**config.mk**
```make
export PLATFORM = sky130hd
export DESIGN_NAME = inst_issue_ctrl
export DESIGN_NICKNAME = d
export VERILOG_FILES = /design/src/rtl/inst_issue_ctrl.sv
export SDC_FILE = /design/constraint.sdc
export NUM_CORES = 1
export LEC_CHECK = 0
export ABC_AREA = 1
export CORE_UTILIZATION = 60
export CTS_CLUSTER_DIAMETER = 150
export DETAILED_ROUTE_END_ITERATION = 10
export PLACE_DENSITY_LB_ADDON = 0.25
export SYNTH_ARGS = -nofsm -noshare
export SYNTH_HDL_FRONTEND = slang
export SYNTH_SLANG_ARGS = --single-unit
```
**constraint.sdc**
```tcl
create_clock -name i_clk -period 8.4 [get_ports i_clk]
set_input_delay 1.26 -clock i_clk [delete_from_list [all_inputs] [get_ports i_clk]]
set_output_delay 1.26 -clock i_clk [all_outputs]
set_load 0.05 [all_outputs]
```
**src/rtl/inst_issue_ctrl.sv**
```systemverilog
// inst_issue_ctrl: feeds instruction words to the cpu core.
//   Source words are buffered in a DEPTH-entry FIFO, with a tag that marks the last word.
//   While running, the head word is issued to the core on every non-stalled edge.
//   If the FIFO is empty, a NOP bubble is issued instead.
//   After the last word, DRAIN_CYCLES NOPs drain the core's pipeline.
//   An ecall from the core halts issue at once and flushes the FIFO.
// Ports:
//   i_clk, i_rst_n             clock, synchronous active-low reset
//   i_start                    level run request (IDLE->RUN, low returns DONE/HALT->IDLE)
//   i_src_valid/inst/last      source word handshake, o_src_ready accepts
//   i_cpu_stall, i_ecall_ready core status
//   o_cpu_start, o_cpu_inst    core controls (o_cpu_inst registered)
//   o_done, o_halted           finished / finished by ecall
//   o_issue_cnt                real instructions issued (wraps)
module inst_issue_ctrl #(
  parameter int          DEPTH        = 4,
  parameter logic [31:0] NOP_INST     = 32'h0000_0013,
  parameter int          DRAIN_CYCLES = 5
) (
  input  logic        i_clk,
  input  logic        i_rst_n,
  input  logic        i_start,
  input  logic        i_src_valid,
  input  logic [31:0] i_src_inst,
  input  logic        i_src_last,
  output logic        o_src_ready,
  input  logic        i_cpu_stall,
  input  logic        i_ecall_ready,
  output logic        o_cpu_start,
  output logic [31:0] o_cpu_inst,
  output logic        o_done,
  output logic        o_halted,
  output logic [15:0] o_issue_cnt
);
  localparam int AW  = $clog2(DEPTH);
  localparam int DCW = (DRAIN_CYCLES < 1) ? 1 : $clog2(DRAIN_CYCLES + 1);

  typedef enum logic [2:0] {S_IDLE, S_RUN, S_DRAIN, S_DONE, S_HALT} state_t;
  typedef struct packed {
    logic        last;
    logic [31:0] inst;
  } entry_t;

  state_t         state, state_nx;
  entry_t         mem [DEPTH];
  entry_t         head;
  logic [AW:0]    wr_ptr, rd_ptr;
  logic           last_seen;
  logic [DCW-1:0] drain_cnt;
  logic [31:0]    cpu_inst, inst_nx;
  logic [15:0]    issue_cnt;
  logic           full, empty, push, pop, flush, drain_clr, drain_inc;

  // Extra pointer MSB distinguishes full from empty when the indices match.
  assign empty = (wr_ptr == rd_ptr);
  assign full  = (wr_ptr[AW] != rd_ptr[AW]) && (wr_ptr[AW-1:0] == rd_ptr[AW-1:0]);
  assign head  = mem[rd_ptr[AW-1:0]];

  // Ready uses only registered state, so it reflects occupancy before any pop on this edge.
  assign o_src_ready = !full && !last_seen && (state == S_IDLE || state == S_RUN);
  assign push        = i_src_valid && o_src_ready;

  always_comb begin
    state_nx  = state;
    inst_nx   = cpu_inst;
    pop       = 1'b0;
    flush     = 1'b0;
    drain_clr = 1'b0;
    drain_inc = 1'b0;
    case (state)
      S_IDLE: if (i_start) state_nx = S_RUN;
      S_RUN: begin
        // Ecall wins over popping, even over a pop of the last word.
        if (i_ecall_ready) begin
          state_nx = S_HALT;
          flush    = 1'b1;
          inst_nx  = NOP_INST;
        end else if (!i_cpu_stall) begin
          if (!empty) begin
            pop     = 1'b1;
            inst_nx = head.inst;
            if (head.last) begin
              state_nx  = S_DRAIN;
              drain_clr = 1'b1;
            end
          end else begin
            inst_nx = NOP_INST;
          end
        end
      end
      S_DRAIN: begin
        if (i_ecall_ready) begin
          state_nx = S_HALT;
          flush    = 1'b1;
          inst_nx  = NOP_INST;
        end else if (!i_cpu_stall) begin
          inst_nx = NOP_INST;
          if (drain_cnt == DCW'(DRAIN_CYCLES)) state_nx = S_DONE;
          else                                 drain_inc = 1'b1;
        end
      end
      // o_cpu_inst is already NOP in these states, so it simply holds.
      S_DONE, S_HALT: if (!i_start) begin
        state_nx = S_IDLE;
        flush    = 1'b1;
      end
      default: state_nx = S_IDLE;
    endcase
  end

  always_ff @(posedge i_clk) begin
    if (!i_rst_n) begin
      state     <= S_IDLE;
      wr_ptr    <= '0;
      rd_ptr    <= '0;
      last_seen <= 1'b0;
      drain_cnt <= '0;
      cpu_inst  <= NOP_INST;
      issue_cnt <= '0;
    end else begin
      state    <= state_nx;
      cpu_inst <= inst_nx;
      if (flush) begin
        wr_ptr    <= '0;
        rd_ptr    <= '0;
        last_seen <= 1'b0;
      end else begin
        if (push) wr_ptr <= wr_ptr + 1'b1;
        if (pop)  rd_ptr <= rd_ptr + 1'b1;
        if (push && i_src_last) last_seen <= 1'b1;
      end
      if (pop)            issue_cnt <= issue_cnt + 16'd1;
      if (drain_clr)      drain_cnt <= '0;
      else if (drain_inc) drain_cnt <= drain_cnt + 1'b1;
    end
  end

  // Storage is not reset: pointers alone define validity.
  always_ff @(posedge i_clk) begin
    if (push) mem[wr_ptr[AW-1:0]] <= '{last: i_src_last, inst: i_src_inst};
  end

  assign o_cpu_inst  = cpu_inst;
  assign o_issue_cnt = issue_cnt;
  assign o_cpu_start = (state == S_RUN) || (state == S_DRAIN);
  assign o_done      = (state == S_DONE) || (state == S_HALT);
  assign o_halted    = (state == S_HALT);
endmodule
```
### Yosys cells after proc, flatten, opt, wreduce, memory -nomap -nowiden

Memory sizes are Yosys's and may differ from the RTL's. A register that Yosys moved wholly into a read port is not among the register bits.
Index checks and enable logic that the tools add are counted.

* register bits after elaboration: 61
* bits in writable memories: 132
* bits of input ports: 39
* output and inout bits: 52
* word-level logic and storage cells: 82
* memories kept: 1

Memory list
* mem: depth 4, width 33, read ports 1, clocked after Yosys merged registers in 1, write ports 1, line 45 `entry_t mem [DEPTH];`

* $add $sub $neg: 4
* eq/ne operators: 15
* mux-type cells: 36
* bitwise logic cells: 1
* reductions and logical operators: 18

Operators with widths (number)
* 32-bit two-way mux: 5
* 32-bit one-hot mux with 2 select lines: 1
* 3-bit two-way mux: 9
* 1-bit two-way mux: 17
* 16-bit by 1-bit adder with 16-bit output (second input constant): 1
* 3-bit != test (second input constant): 5
* 3-bit one-hot mux with 4 select lines: 1
* 3-bit by 1-bit adder with 3-bit output (second input constant): 3
* 2-bit OR reduction: 4
* 7-bit AND reduction: 1
* 3-bit by 2-bit == test with 1-bit output (second input constant): 2
* 3-bit == test (second input constant): 2
* 1-bit logical AND: 5
* 2-bit two-way mux: 2
* 2-bit != test (second input constant): 2
* 3-bit by 1-bit == test with 1-bit output (second input constant): 1
* 3-bit == test: 1
* 3-bit zero test: 1
* 1-bit logical OR: 3
* 3-bit AND reduction: 1
* 2-bit == test: 1
* 1-bit zero test: 2
* 1-bit one-hot mux with 2 select lines: 1
* 2-bit nonzero test: 1
* 2 further kinds: 2

### Logic depth before layout (Yosys ltp)

* depth in word-level cells: 8
* depth in mapped cells: 11
* depth with buffers taken out: 10

### Worst setup path after synthesis

Ideal clock, no wire load.

* kind: input -> register
* start point: input i_src_valid
* end point: memory mem[0][0] in the netlist's numbering (enable)
* setup time: 0.423 ns
* data arrival time: 2.867 ns
* setup slack: 5.110 ns
* stages on the path: 2
* cell sequence: nand3_1 -> nor2_1

* longest elaborated chain between the ends: 3

Ends and longest elaborated chain
* from (decl): line 23 `input logic i_src_valid,`
* 1-bit logical AND: line 61 `assign push = i_src_valid && o_src_ready;`
* 1-bit two-way mux: line 140 `if (push) mem[wr_ptr[AW-1:0]] <= '{last: i_src_last, inst: i_src_inst};`
* 1-bit two-way mux (not written as such): line 140
* to (decl): line 45

No other way between the ends.

### Final worst setup path

* start point: register wr_ptr[0]
* end point: output o_src_ready

* longest elaborated chain between the ends: 5

Ends and longest elaborated chain
* from (decl): line 47 `logic [AW:0] wr_ptr, rd_ptr;`
* from (signal assigned): line 128 `if (push) wr_ptr <= wr_ptr + 1'b1;`
* 2-bit == test: line 56 `assign full = (wr_ptr[AW] != rd_ptr[AW]) && (wr_ptr[AW-1:0] == rd_ptr[AW-1:0]);`
* 1-bit logical AND: line 56
* 1-bit zero test: line 60 `assign o_src_ready = !full && !last_seen && (state == S_IDLE || state == S_RUN);`
* 1-bit logical AND (2 in series): line 60
* to (decl): line 26 `output logic o_src_ready,`

No other way between the ends.

==> impl_metrics.ini <==
[timing]
hold_viol = 0
finalMaxSlewViolations = 0
worstMarginPinSlew_ps = 1130
fin_crit_ps = 3400
skew_ps = 7.02
rsz0062_at_grt = no
finalSetupTns_ps = 0
relSlewSlack = 0.247
max_freq_mhz = 294
post-route-period-util = 0.405
setup_viol = 0

[global_route]
grt_max_degree = 67
antenna_found_initial = 0
grt_pass1_vias = 5421
grt_pass1_wl_mm = 25.8
overflow = 0
grt_usage = 0.254

[route]
drc = 0
drt-wirelength-per-cell_um = 16.2
drt_first_iter_violations = 393
via_per_inst = 5.58
antenna_left = 0
routed_wl_mm = 16.3
dr.pass1.iters = 6
vias = 5626

[cts]
htreeDepth = 4
path_clk_slew_ps = 70
postCtsSetupRepairBufs = 0
cts.sinks = 195
holdBufCountCts = 0
numCtsBuffers = 17
cts_tree = built
clkLatencyLatePin_ps = 430
ctsLongestPathBuffers = 2
ctsResizeCount = 0
cts_root_buf = clkbuf_16

[synthesis]
yosys.area.top_type = edfxtp_1
synth_area_leaders = edfxtp_1 50%, dfxtp_1 16%, nand2_1 6.4%
synth_cell_type_count = 32
syn_inst = 747
syn_nets = 794
syn_avg_cell_area_um2 = 10.6
ys_warn_count = 0
synth_top_area_share = 0.499
seq_area_frac_synth = 0.657
syn_area_um2 = 7950
yosys_register_bits = 195

[layout]
fin_nets = 871
fillers = 846
area_delta_synth_final_pct = 18.4
diodes = 0
final_area_um2 = 9410
drive_above_1_share = 0.114

[pwr]
power.leakage_nw = 3.22
power.density_nw_per_um2 = 246
peakVddDrop_mv = 0.138
p_total_mw = 2.31

[flow_run]
drv_cap = 0

[place]
placed_area_um2 = 8910
portBuffers = 90
place.gp.congestion = 0.854
dp_hpwl_mm = 9.83

[setup_path]
end_kind = output pin
arrival_ps = 2140
path_cells = inv_2 > nand2_1 > nand2_1 > nand3b_1 > nand2_1 > inv_1 > clkdlybuf4s50_1
worstPathRequired_ps = 7140
cpPeakStageDelay_ps = 790
crit_fanout = 5
cp-start-kind = flop
crit_slowest_cell = clkdlybuf4s50_1
crit_top_cell = nand2_1
crit_type = flop to output pin

[worst_hold_path]
hp-class = flop to flop

[die]
fp.dieW_um = 117
dieArea_um2 = 13700
start_util = 0.622
io_pins = 91
core.rowCount = 41
die_h_um = 117
core_um2 = 12800

[run_status]
run_status = finished clean
-- Yosys cell counts (all sizes together) --
master    n
nand2   157
edfxtp  132
nor2    112
o21ai    72
dfxtp    63
a21oi    49
inv      45
o22ai    30
clkbuf   22
nand3    18
buf      12
ha        8
nand4     6
nor3      6
o211ai    3
or2       3
xor2      3
nand3b    2
xnor2     2
and3      1
clkinv    1
-- per-layer routing --
| metal | track usage | vias to the layer above | wire (um) |
|---|---|---|---|
| li1 | - | 2711 | - |
| met1 | 0.317 | 2663 | 6920 |
| met2 | 0.430 | 225 | 8110 |
| met3 | 0.0597 | 27 | 965 |
| met4 | 0.102 | 0 | 325 |
| met5 | 0 | - | 0 |
-- layout by cell type, fill, tap and decap left out, types with 2 or more instances in the layout --
cell type and count:
edfxtp_1 132, nor2_1 105, clkbuf_16 17, o22ai_1 30, a21oi_2 26, o211ai_1 3, xnor2_1 2, clkdlybuf4s50_1 90
ha_1 8, clkinv_2 5, a21oi_1 23, o21ai_0 72, nor2_2 2, xor2_1 3, clkinv_1 2, nand2_1 135
inv_2 6, nand3_2 2, nor2_4 5, or2_2 3, nand3_1 16, nand4_1 6, dfxtp_1 62, nor3_1 6
nand3b_1 2, clkinv_4 2, inv_1 39, nand2_2 21, clkbuf_1 5, buf_4 2
-- flip-flops by register name (all words and copies together) (netlist names), named ones only --
signal	cells
o_issue_cnt	16
wr_ptr	3
last_seen	1
mem	132
rd_ptr	3
o_cpu_inst	32
drain_cnt	3
state	3
-- critical path, delay by kind of cell (launching register included) --
family	cells	cell delay (ps)
buffers and inverters	3	940
and+or+nand+nor	4	330
DFF	1	430
-- path summary, 6_finish.rpt --
check                      to  cells past startpoint  slack [ps]  startpoint
setup / recovery  o_src_ready                      7        5000   wr_ptr[0]
setup reg to reg   mem[0][22]                      6        5830   wr_ptr[0]
hold / removal      last_seen                      2         460   last_seen
hold reg to reg     last_seen                      2         460   last_seen
-- logic make-up after synthesis --
group	after synthesis	synth area share
and+or+nand+nor	305	0.162
DFF	195	0.657
AOI/OAI and AO/OA	154	0.115
buffers and inverters	80	0.0475
adders and majority gates	8	0.0126
xor gates and xnor gates	5	0.00551
-- power breakdown --
| group | total, mW | internal, mW | switching (mW) |
|---|---|---|---|
| Combinational | 0.445 | 0.126 | 0.319 |
| Sequential | 1.16 | 1.13 | 0.0336 |
| Clock | 0.706 | 0.376 | 0.330 |
| Total | 2.31 | 1.63 | 0.683 |
-- area by class of cell --
cell class / instances / area (um^2) / share of cell area
well taps: 172 / 215 / 0.0229
repair buffers: 92 / 916 / 0.0973
flip-flops and latches: 195 / 5230 / 0.555
clock buffers: 22 / 444 / 0.0472
multi-input cells: 472 / 2380 / 0.253
clock inverters: 10 / 61.3 / 0.00651
inverters: 46 / 174 / 0.0185
-- stage by stage --
| stage | setup WS (ps) | cells | utilization | hold slack, ps |
|---|---|---|---|---|
| 3_3_place_gp | 4910 | 977 | 0.697 | 445 |
| 6_report | 5000 | 1009 | 0.737 | 461 |
| 4_1_cts | 4990 | 1009 | 0.737 | 459 |
| 5_1_grt | 4870 | 1009 | 0.737 | 489 |
| 2_1_floorplan | 5110 | 747 | - | 430 |
| 3_5_place_dp | 4780 | 977 | 0.697 | 449 |
(Power assumes the default switching activity.)
